**src/rtl/gate_char_pkg.sv**
```systemverilog
// Shared types and sizes for the gate truth-table characterisation block.
package gate_char_pkg;

  localparam int N_GATE_IN = 4;
  localparam int N_ROWS    = 16;

  typedef logic [N_ROWS-1:0] tt_t;

  typedef enum logic [1:0] {
    IDLE = 2'd0,
    RUN  = 2'd1,
    DONE = 2'd2
  } char_state_e;

  // Row 0 lands in the MSB of the truth-table word.
  function automatic logic [N_GATE_IN-1:0] row_bit(input logic [N_GATE_IN-1:0] row);
    return 4'd15 - row;
  endfunction

endpackage

```
**src/rtl/settle_timer.sv**
```systemverilog
// Settle-time counter: counts while enabled, pulses o_term on count SETTLE_CYCLES-1
// and wraps back to zero on that same edge.
module settle_timer #(
  parameter int SETTLE_CYCLES = 2
) (
  input  logic clk,
  input  logic rst_n,
  input  logic i_clear,
  input  logic i_en,
  output logic o_term
);

  localparam logic [7:0] TERM = 8'(SETTLE_CYCLES - 1);

  logic [7:0] r_count;
  logic       w_at_term;

  assign w_at_term = (r_count == TERM);
  assign o_term    = i_en && w_at_term;

  // Count register; clear wins over enable.
  always_ff @(posedge clk or negedge rst_n) begin
    if (!rst_n) begin
      r_count <= 8'd0;
    end else if (i_clear) begin
      r_count <= 8'd0;
    end else if (i_en) begin
      if (w_at_term) begin
        r_count <= 8'd0;
      end else begin
        r_count <= r_count + 8'd1;
      end
    end else begin
      r_count <= r_count;
    end
  end

endmodule

```
**src/rtl/gate_truth_table_reader.sv**
```systemverilog
// Sweeps all 16 input rows into a 4-input gate, samples its output after a settle
// time and builds the 16-bit truth-table word, comparing it against an expected table.
module gate_truth_table_reader
  import gate_char_pkg::*;
#(
  parameter int SETTLE_CYCLES = 2
) (
  input  logic        clk,
  input  logic        rst_n,
  input  logic        start,
  input  logic        abort,
  input  logic [15:0] exp_table,
  output logic [3:0]  gate_in,
  input  logic        gate_out,
  output logic        busy,
  output logic        result_valid,
  input  logic        result_ready,
  output logic [15:0] truth_table,
  output logic        match,
  output logic [4:0]  mismatch_cnt,
  output logic [3:0]  first_bad_row
);

  char_state_e r_state;
  logic [3:0]  r_gate_in;
  tt_t         r_truth_table;
  tt_t         r_exp_table;
  logic [4:0]  r_mismatch_cnt;
  logic [3:0]  r_first_bad_row;

  logic        w_accept_start;
  logic        w_abort;
  logic        w_run;
  logic        w_sample;
  logic [3:0]  w_bit_idx;
  logic        w_bit_bad;

  assign w_run          = (r_state == RUN);
  assign w_accept_start = (r_state == IDLE) && start;
  assign w_abort        = w_run && abort;
  assign w_bit_idx      = row_bit(r_gate_in);
  assign w_bit_bad      = (gate_out != r_exp_table[w_bit_idx]);

  settle_timer #(
    .SETTLE_CYCLES(SETTLE_CYCLES)
  ) u_settle_timer (
    .clk    (clk),
    .rst_n  (rst_n),
    .i_clear(w_accept_start || w_abort),
    .i_en   (w_run),
    .o_term (w_sample)
  );

  // FSM, row counter, capture and mismatch bookkeeping; abort beats a same-edge sample.
  always_ff @(posedge clk or negedge rst_n) begin
    if (!rst_n) begin
      r_state         <= IDLE;
      r_gate_in       <= 4'd0;
      r_truth_table   <= 16'd0;
      r_exp_table     <= 16'd0;
      r_mismatch_cnt  <= 5'd0;
      r_first_bad_row <= 4'd0;
    end else begin
      case (r_state)
        IDLE: begin
          if (start) begin
            r_state         <= RUN;
            r_gate_in       <= 4'd0;
            r_truth_table   <= 16'd0;
            r_exp_table     <= exp_table;
            r_mismatch_cnt  <= 5'd0;
            r_first_bad_row <= 4'd0;
          end else begin
            r_state <= IDLE;
          end
        end
        RUN: begin
          if (abort) begin
            r_state   <= IDLE;
            r_gate_in <= 4'd0;
          end else if (w_sample) begin
            r_truth_table[w_bit_idx] <= gate_out;
            if (w_bit_bad) begin
              r_mismatch_cnt <= r_mismatch_cnt + 5'd1;
              if (r_mismatch_cnt == 5'd0) begin
                r_first_bad_row <= r_gate_in;
              end else begin
                r_first_bad_row <= r_first_bad_row;
              end
            end else begin
              r_mismatch_cnt <= r_mismatch_cnt;
            end
            if (r_gate_in == 4'd15) begin
              r_state <= DONE;
            end else begin
              r_gate_in <= r_gate_in + 4'd1;
            end
          end else begin
            r_state <= RUN;
          end
        end
        DONE: begin
          if (result_ready) begin
            r_state   <= IDLE;
            r_gate_in <= 4'd0;
          end else begin
            r_state <= DONE;
          end
        end
        default: begin
          r_state   <= IDLE;
          r_gate_in <= 4'd0;
        end
      endcase
    end
  end

  assign gate_in       = r_gate_in;
  assign busy          = w_run;
  assign result_valid  = (r_state == DONE);
  assign truth_table   = r_truth_table;
  assign match         = (r_state == DONE) && (r_truth_table == r_exp_table);
  assign mismatch_cnt  = r_mismatch_cnt;
  assign first_bad_row = r_first_bad_row;

endmodule

```
**config.mk**
```make
export PLATFORM = sky130hd
export DESIGN_NAME = gate_truth_table_reader
export DESIGN_NICKNAME = d
export VERILOG_FILES = /design/src/rtl/gate_char_pkg.sv /design/src/rtl/settle_timer.sv /design/src/rtl/gate_truth_table_reader.sv
export SDC_FILE = /design/constraint.sdc
export NUM_CORES = 1
export LEC_CHECK = 0
export BUFFER_PORTS_ARGS = -buffer_cell sky130_fd_sc_hd__buf_2
export CORE_UTILIZATION = 45
export DETAILED_ROUTE_END_ITERATION = 10
export PLACE_DENSITY = 0.69
export SETUP_SLACK_MARGIN = 0.2
export SYNTH_ARGS = -nofsm -noshare
export SYNTH_HDL_FRONTEND = slang
export SYNTH_SLANG_ARGS = --single-unit
```
**constraint.sdc**
```tcl
create_clock -name clk -period 2.43 [get_ports clk]
set_input_delay 0.1215 -clock clk [delete_from_list [all_inputs] [get_ports clk]]
set_output_delay 0.1215 -clock clk [all_outputs]
set_load 0.03 [all_outputs]
```
# ---- After elaboration in Yosys (flattened, before gate mapping)
# Index checks and enable logic that the tools add are counted.
dict set report classes {
  n_addsub 4
  order_cmp 2
  eq_ne 15
  n_mux 34
  n_reduce_logical 15
}
# operator n
set op_table {}
lappend op_table {{16-bit two-way mux} 3}
lappend op_table {{4-bit two-way mux} 9}
lappend op_table {{16-bit case mux with 2 select lines} 1}
lappend op_table {{8-bit two-way mux} 3}
lappend op_table {{5-bit two-way mux} 4}
lappend op_table {{16-bit bitwise mux} 1}
lappend op_table {{16-bit equality test} 1}
lappend op_table {{4-bit case mux with 3 select lines} 1}
lappend op_table {{2-bit inequality test (second input constant)} 5}
lappend op_table {{5-bit case mux with 2 select lines} 1}
lappend op_table {{8-bit by 1-bit adder with 8-bit output (second input constant)} 1}
lappend op_table {{8-bit by 1-bit equality test with 1-bit output (second input constant)} 1}
lappend op_table {{2-bit two-way mux} 4}
lappend op_table {{4-bit case mux with 2 select lines} 1}
lappend op_table {{4-bit AND reduction} 2}
lappend op_table {{3-bit inequality test (second input constant)} 2}
lappend op_table {{2-bit case mux with 3 select lines} 1}
lappend op_table {{6-bit AND reduction} 1}
lappend op_table {{5-bit by 1-bit adder with 5-bit output (second input constant)} 1}
lappend op_table {{1-bit logical AND} 5}
lappend op_table {{5-bit zero test} 1}
lappend op_table {{4-bit by 5-bit less-than comparator with 1-bit output (second input constant)} 1}
lappend op_table {{5-bit AND reduction} 1}
lappend op_table {{4-bit by 1-bit adder with 4-bit output (second input constant)} 1}
lappend op_table {{15 further kinds} 18}
dict set report word_totals {
  ff_bits 55
  inputBits 22
  out_inout_bits 32
  word_cells 77
}

# ---- Logic depth before layout (Yosys ltp)
dict set report logic_depth {
  word_depth 9
  depth_mapped 8
  mapped_depth_nobuf 7
}

# ---- Hierarchy
# From an unflattened synthesis, not the netlist that was laid out.
dict set report hier_totals {
  cells_unflattened 333
  area_unflattened_um2 3020.4
}
# module n_inst cells_per_inst area_each_um2 seq_area_each_um2
set modules_own_cells {}
lappend modules_own_cells {gate_truth_table_reader 1 281 2528.7 1176.1}
lappend modules_own_cells {settle_timer 1 52 491.7 200.2}

# ---- Worst setup path after synthesis
# No wires, ideal clock.
dict set report synth_timing {
  path_type {reg2reg}
  startpoint {register r_gate_in[1] (netlist: gate_in[1])}
  endpoint {register r_first_bad_row[0] (netlist: first_bad_row[0])}
  setup_time_ns 0.078
  t_arrival_ns 2.433
  required_ns 2.352
  setup_slack_ns -0.081
  path_stages_with_launch 7
  path_buffers 1
  synth_period_minus_slack_ns 2.511
  cell_sequence {dfrtp_1 -> buf_6 -> mux4_1 -> mux4_2 -> xnor2_4 -> nor3_1 -> o2bb2ai_1}
}
dict set report synth_via {
  elab_chain_cells 6
}
# item line
set synth_lines {}
lappend synth_lines {{from (decl)} gate_truth_table_reader.sv:25} ;# logic [3:0] r_gate_in;
lappend synth_lines {{from (signal assigned)} gate_truth_table_reader.sv:96} ;# r_gate_in <= r_gate_in + 4'd1;
lappend synth_lines {{4-bit subtractor} gate_char_pkg.sv:17} ;# return 4'd15 - row;
lappend synth_lines {{1-bit binary-select mux with 4-bit select} gate_truth_table_reader.sv:42} ;# assign w_bit_bad = (gate_out != r_exp_table[w_bit_idx]);
lappend synth_lines {{1-bit two-way mux (not written as such)} gate_truth_table_reader.sv:42}
lappend synth_lines {{1-bit inequality test} gate_truth_table_reader.sv:42}
lappend synth_lines {{2-bit inequality test (no source line)} -}
lappend synth_lines {{6-bit AND reduction (no source line)} -}
lappend synth_lines {{to (signal assigned)} gate_truth_table_reader.sv:86} ;# r_first_bad_row <= r_gate_in;
lappend synth_lines {{to (signal assigned)} gate_truth_table_reader.sv:88} ;# r_first_bad_row <= r_first_bad_row;
lappend synth_lines {{to (decl)} gate_truth_table_reader.sv:29} ;# logic [3:0] r_first_bad_row;
# Every way passes these cells. The select of a mux whose other input is x is not followed.
# A chain may end at the register's enable or synchronous reset.

# ---- Worst setup path after layout
dict set report layout_timing {
  startpoint {register r_gate_in[1] (netlist: gate_in[1])}
  endpoint {register r_first_bad_row[3] (netlist: first_bad_row[3])}
}
# Same word-level chain as after synthesis.

==> run summary <==
setup_tns - 0 ns
reg2reg setup slack - 0.13 ns
post-synthesis cell count - 324
Die Footprint - 0.007109 mm²
final instance area - 0.003779 mm²
Yosys top cell area share - 0.4514
final net count - 436
Placeable Area - 0.006459 mm²
Clock Sinks - 55
Peak supply drop - 0.2688 mV
number of buffers inserted by port buffering - 53
ant diodes - 0
top post-synthesis cells by area - dfrtp_1 45%, nand2_1 8.6%, o21ai_0 6.2%
vias in the first global route - 2611
DRC viols - 6
Crit path required time - 2.63 ns
layout cells sized above 1 - 0.2531
Pwr Density - 621.0 mW/mm²
drt wl/cell - 16.15 µm
status - finished with violations
largest fanout on the critical path - 7
clock root buffer - clkbuf_8
drt pass-1 iters - 8
starting density of the core - 0.4721
Worst Path Arrival - 2.50 ns
area post-placement - 0.003422 mm²
failing checks - design-rule violations
Detailed Route WL - 7816 µm
register area share after synthesis - 0.4514
Final GP Congestion - 0.8710
Register Area - 0.001380 mm²
area leader, netlist - dfrtp_1
Slew Viols, Final - 0
Yosys reg bits - 55
initial antenna violation count - 0
final period utilization - 0.9460
Final Util - 0.5850
ys flop type - dfrtp_1
Multi-input gate area - 0.001600 mm²
WS Path Type - register to register
initial drt markers - 157
Fillers - 587
mean area per synthesized cell - 9.411 µm²
Post-Syn Area - 0.003049 mm²
first-pass GRT wire length - 13080 µm
post-layout min period - 2.299 ns
final setup fails - 0
Critical Path Sink Type - register
Worst slew margin - 0.5198
clock tree buffer depth - 2
post-synth cell types - 43
reg2reg start - gate_in[1]
Syn-to-layout area delta - 23.92%
Max Freq - 435.0 MHz
TritonCTS clock tree - built
clock skew - 0.007593 ns
slew of the pin with the lowest slew margin - 0.7203 ns
Async SR Flop Fraction - 1.000
YS warnings - 0
die height - 84.32 µm
number of I/O pins - 54
pin count of the biggest net entering global routing - 33
# rows - 29
Startpoint Class - register
HPWL Detailed - 5732 µm
clock buffers created by TritonCTS - 5
Antenna Nets Post-Route - 0
EDFF count, synth - 0
GRT Resource Usage Total - 0.2339
routed via count - 2693
Reg clk slew, reported paths - 0.10 ns
hold path start - result_ready
Hold Violations, Final - 0
max-cap violation count - 0
clock insertion delay at the later pin of the skew report - 0.32 ns
Hold Crit Class - input pin to register
Via density - 5.564
Post-Syn Nets - 354
# H-tree levels - 2
RSZ-0062 raised after global routing - yes
Lkg Pwr - 1.888 nW
grt ovf - 0
crit path launch - gate_in[1]
Die X - 84.32 µm
registers in the layout, summed over array words and instances (netlist names):
register,count
first_bad_row,4
gate_in,4
mismatch_cnt,5
r_exp_table,16
r_state,2
truth_table,16
u_settle_timer.r_count,8
metrics by stage:
stage	setup slack (ns)	hold slack [ns]	power [mW]	instances
CTS	0.1568	0.03227	2.327	480
global route	0.05042	0.04332	2.469	484
floorplan	0.09248	-0.1741	1.556	324
global placement	0.1588	0.2172	1.733	453
detailed placement	0.09293	0.2214	1.750	453
finish	0.1312	0.02942	2.346	484
synth_stat cells (3+ instances only):
library cell / count
nand2b_1: 6
o2bb2ai_1: 4
nor2_1: 9
nor3_1: 4
nand3_1: 9
nor4_1: 4
mux4_1: 4
xor2_1: 16
clkbuf_1: 8
nand4_1: 8
nand2_1: 70
o21ai_0: 38
mux2i_1: 6
ha_1: 8
inv_1: 10
a21oi_1: 20
nor3b_1: 3
and3_1: 4
dfrtp_1: 55
o31ai_1: 3
a31oi_1: 7
layout make-up:
cell class / count / area share
clock inverter: 2 / 0.004636
clock buffer: 6 / 0.01921
inverter: 10 / 0.009934
sequential: 55 / 0.3652
tap: 77 / 0.02550
multi-input combinational: 246 / 0.4235
timing repair buffer: 88 / 0.1520
critical path, stage by stage (launching register included):
cell	delay [ns]
dfrtp_2	0.45
mux4_2	0.51
mux4_2	0.55
xnor2_4	0.22
a211oi_4	0.32
o2bb2ai_1	0.13
path summary, 6_finish.rpt:
check,to,depth (start not counted)
min in group asynchronous,r_exp_table[12],2
setup reg to reg,first_bad_row[3],5
hold reg to reg,first_bad_row[2],2
setup / recovery,first_bad_row[3],5
max in group asynchronous,truth_table[4],3
hold / removal,r_state[1],2
kinds of logic (layout without fill, tap and decap cells):
family                     Yosys count  in the layout  synth area share
DFF                                 55             55            0.4514
adders and majority gates            8              8           0.03283
buffers and inverters               23            106           0.03980
and+or+nand+nor                    129            129            0.2019
xor gates and xnor gates            17             17           0.05499
AOI/OAI and AO/OA                   81             81            0.1576
muxes                               11             11           0.06155
layout by cell type (no fill, tap or decap), types with 2 or more instances in the layout:
cell type,synthesis,routed
dfrtp_2,0,3
clkinv_4,0,2
dlygate4sd3_1,0,17
nor3_1,4,3
o2bb2ai_1,4,4
a211oi_2,1,2
nand4_1,8,8
buf_2,0,53
inv_1,10,10
mux4_2,1,5
and3_1,4,4
o21ai_0,38,32
nand2b_1,6,6
mux2i_1,6,6
nand3_1,9,9
clkbuf_8,2,5
ha_1,8,8
nor2b_1,2,2
buf_4,0,17
o21ai_1,1,7
a21oi_1,20,19
nor4_1,4,2
nor4_2,0,2
nor2_1,9,9
nand2_1,70,70
dfrtp_1,55,52
a31oi_1,7,7
nor3b_1,3,3
xor2_1,16,16
o21bai_1,2,2
o31ai_1,3,3
report_power, final:
group          total, mW  internal [mW]  leakage (nW)  switching, mW
sequential          1.11           1.00         0.732          0.107
combinational      0.710          0.286          1.11          0.424
clock              0.525          0.208        0.0454          0.317
routing by layer:
| metal | GRT usage | share of wire |
|---|---|---|
| met3 | 0.02753 | 0.049 |
| met5 | 0 | 0 |
| met2 | 0.3718 | 0.47 |
| met4 | 0.08150 | 0.015 |
| met1 | 0.3333 | 0.46 |
timing repair:
item,in CTS,in global routing
endpoints found under the setup margin,13,25
hold buffers,17,0
resized for setup,8,9
hold endpoints to repair,46,0
pin swaps,4,6
setup buffers,2,4
No activity file was read; power rests on OpenSTA's default activity.
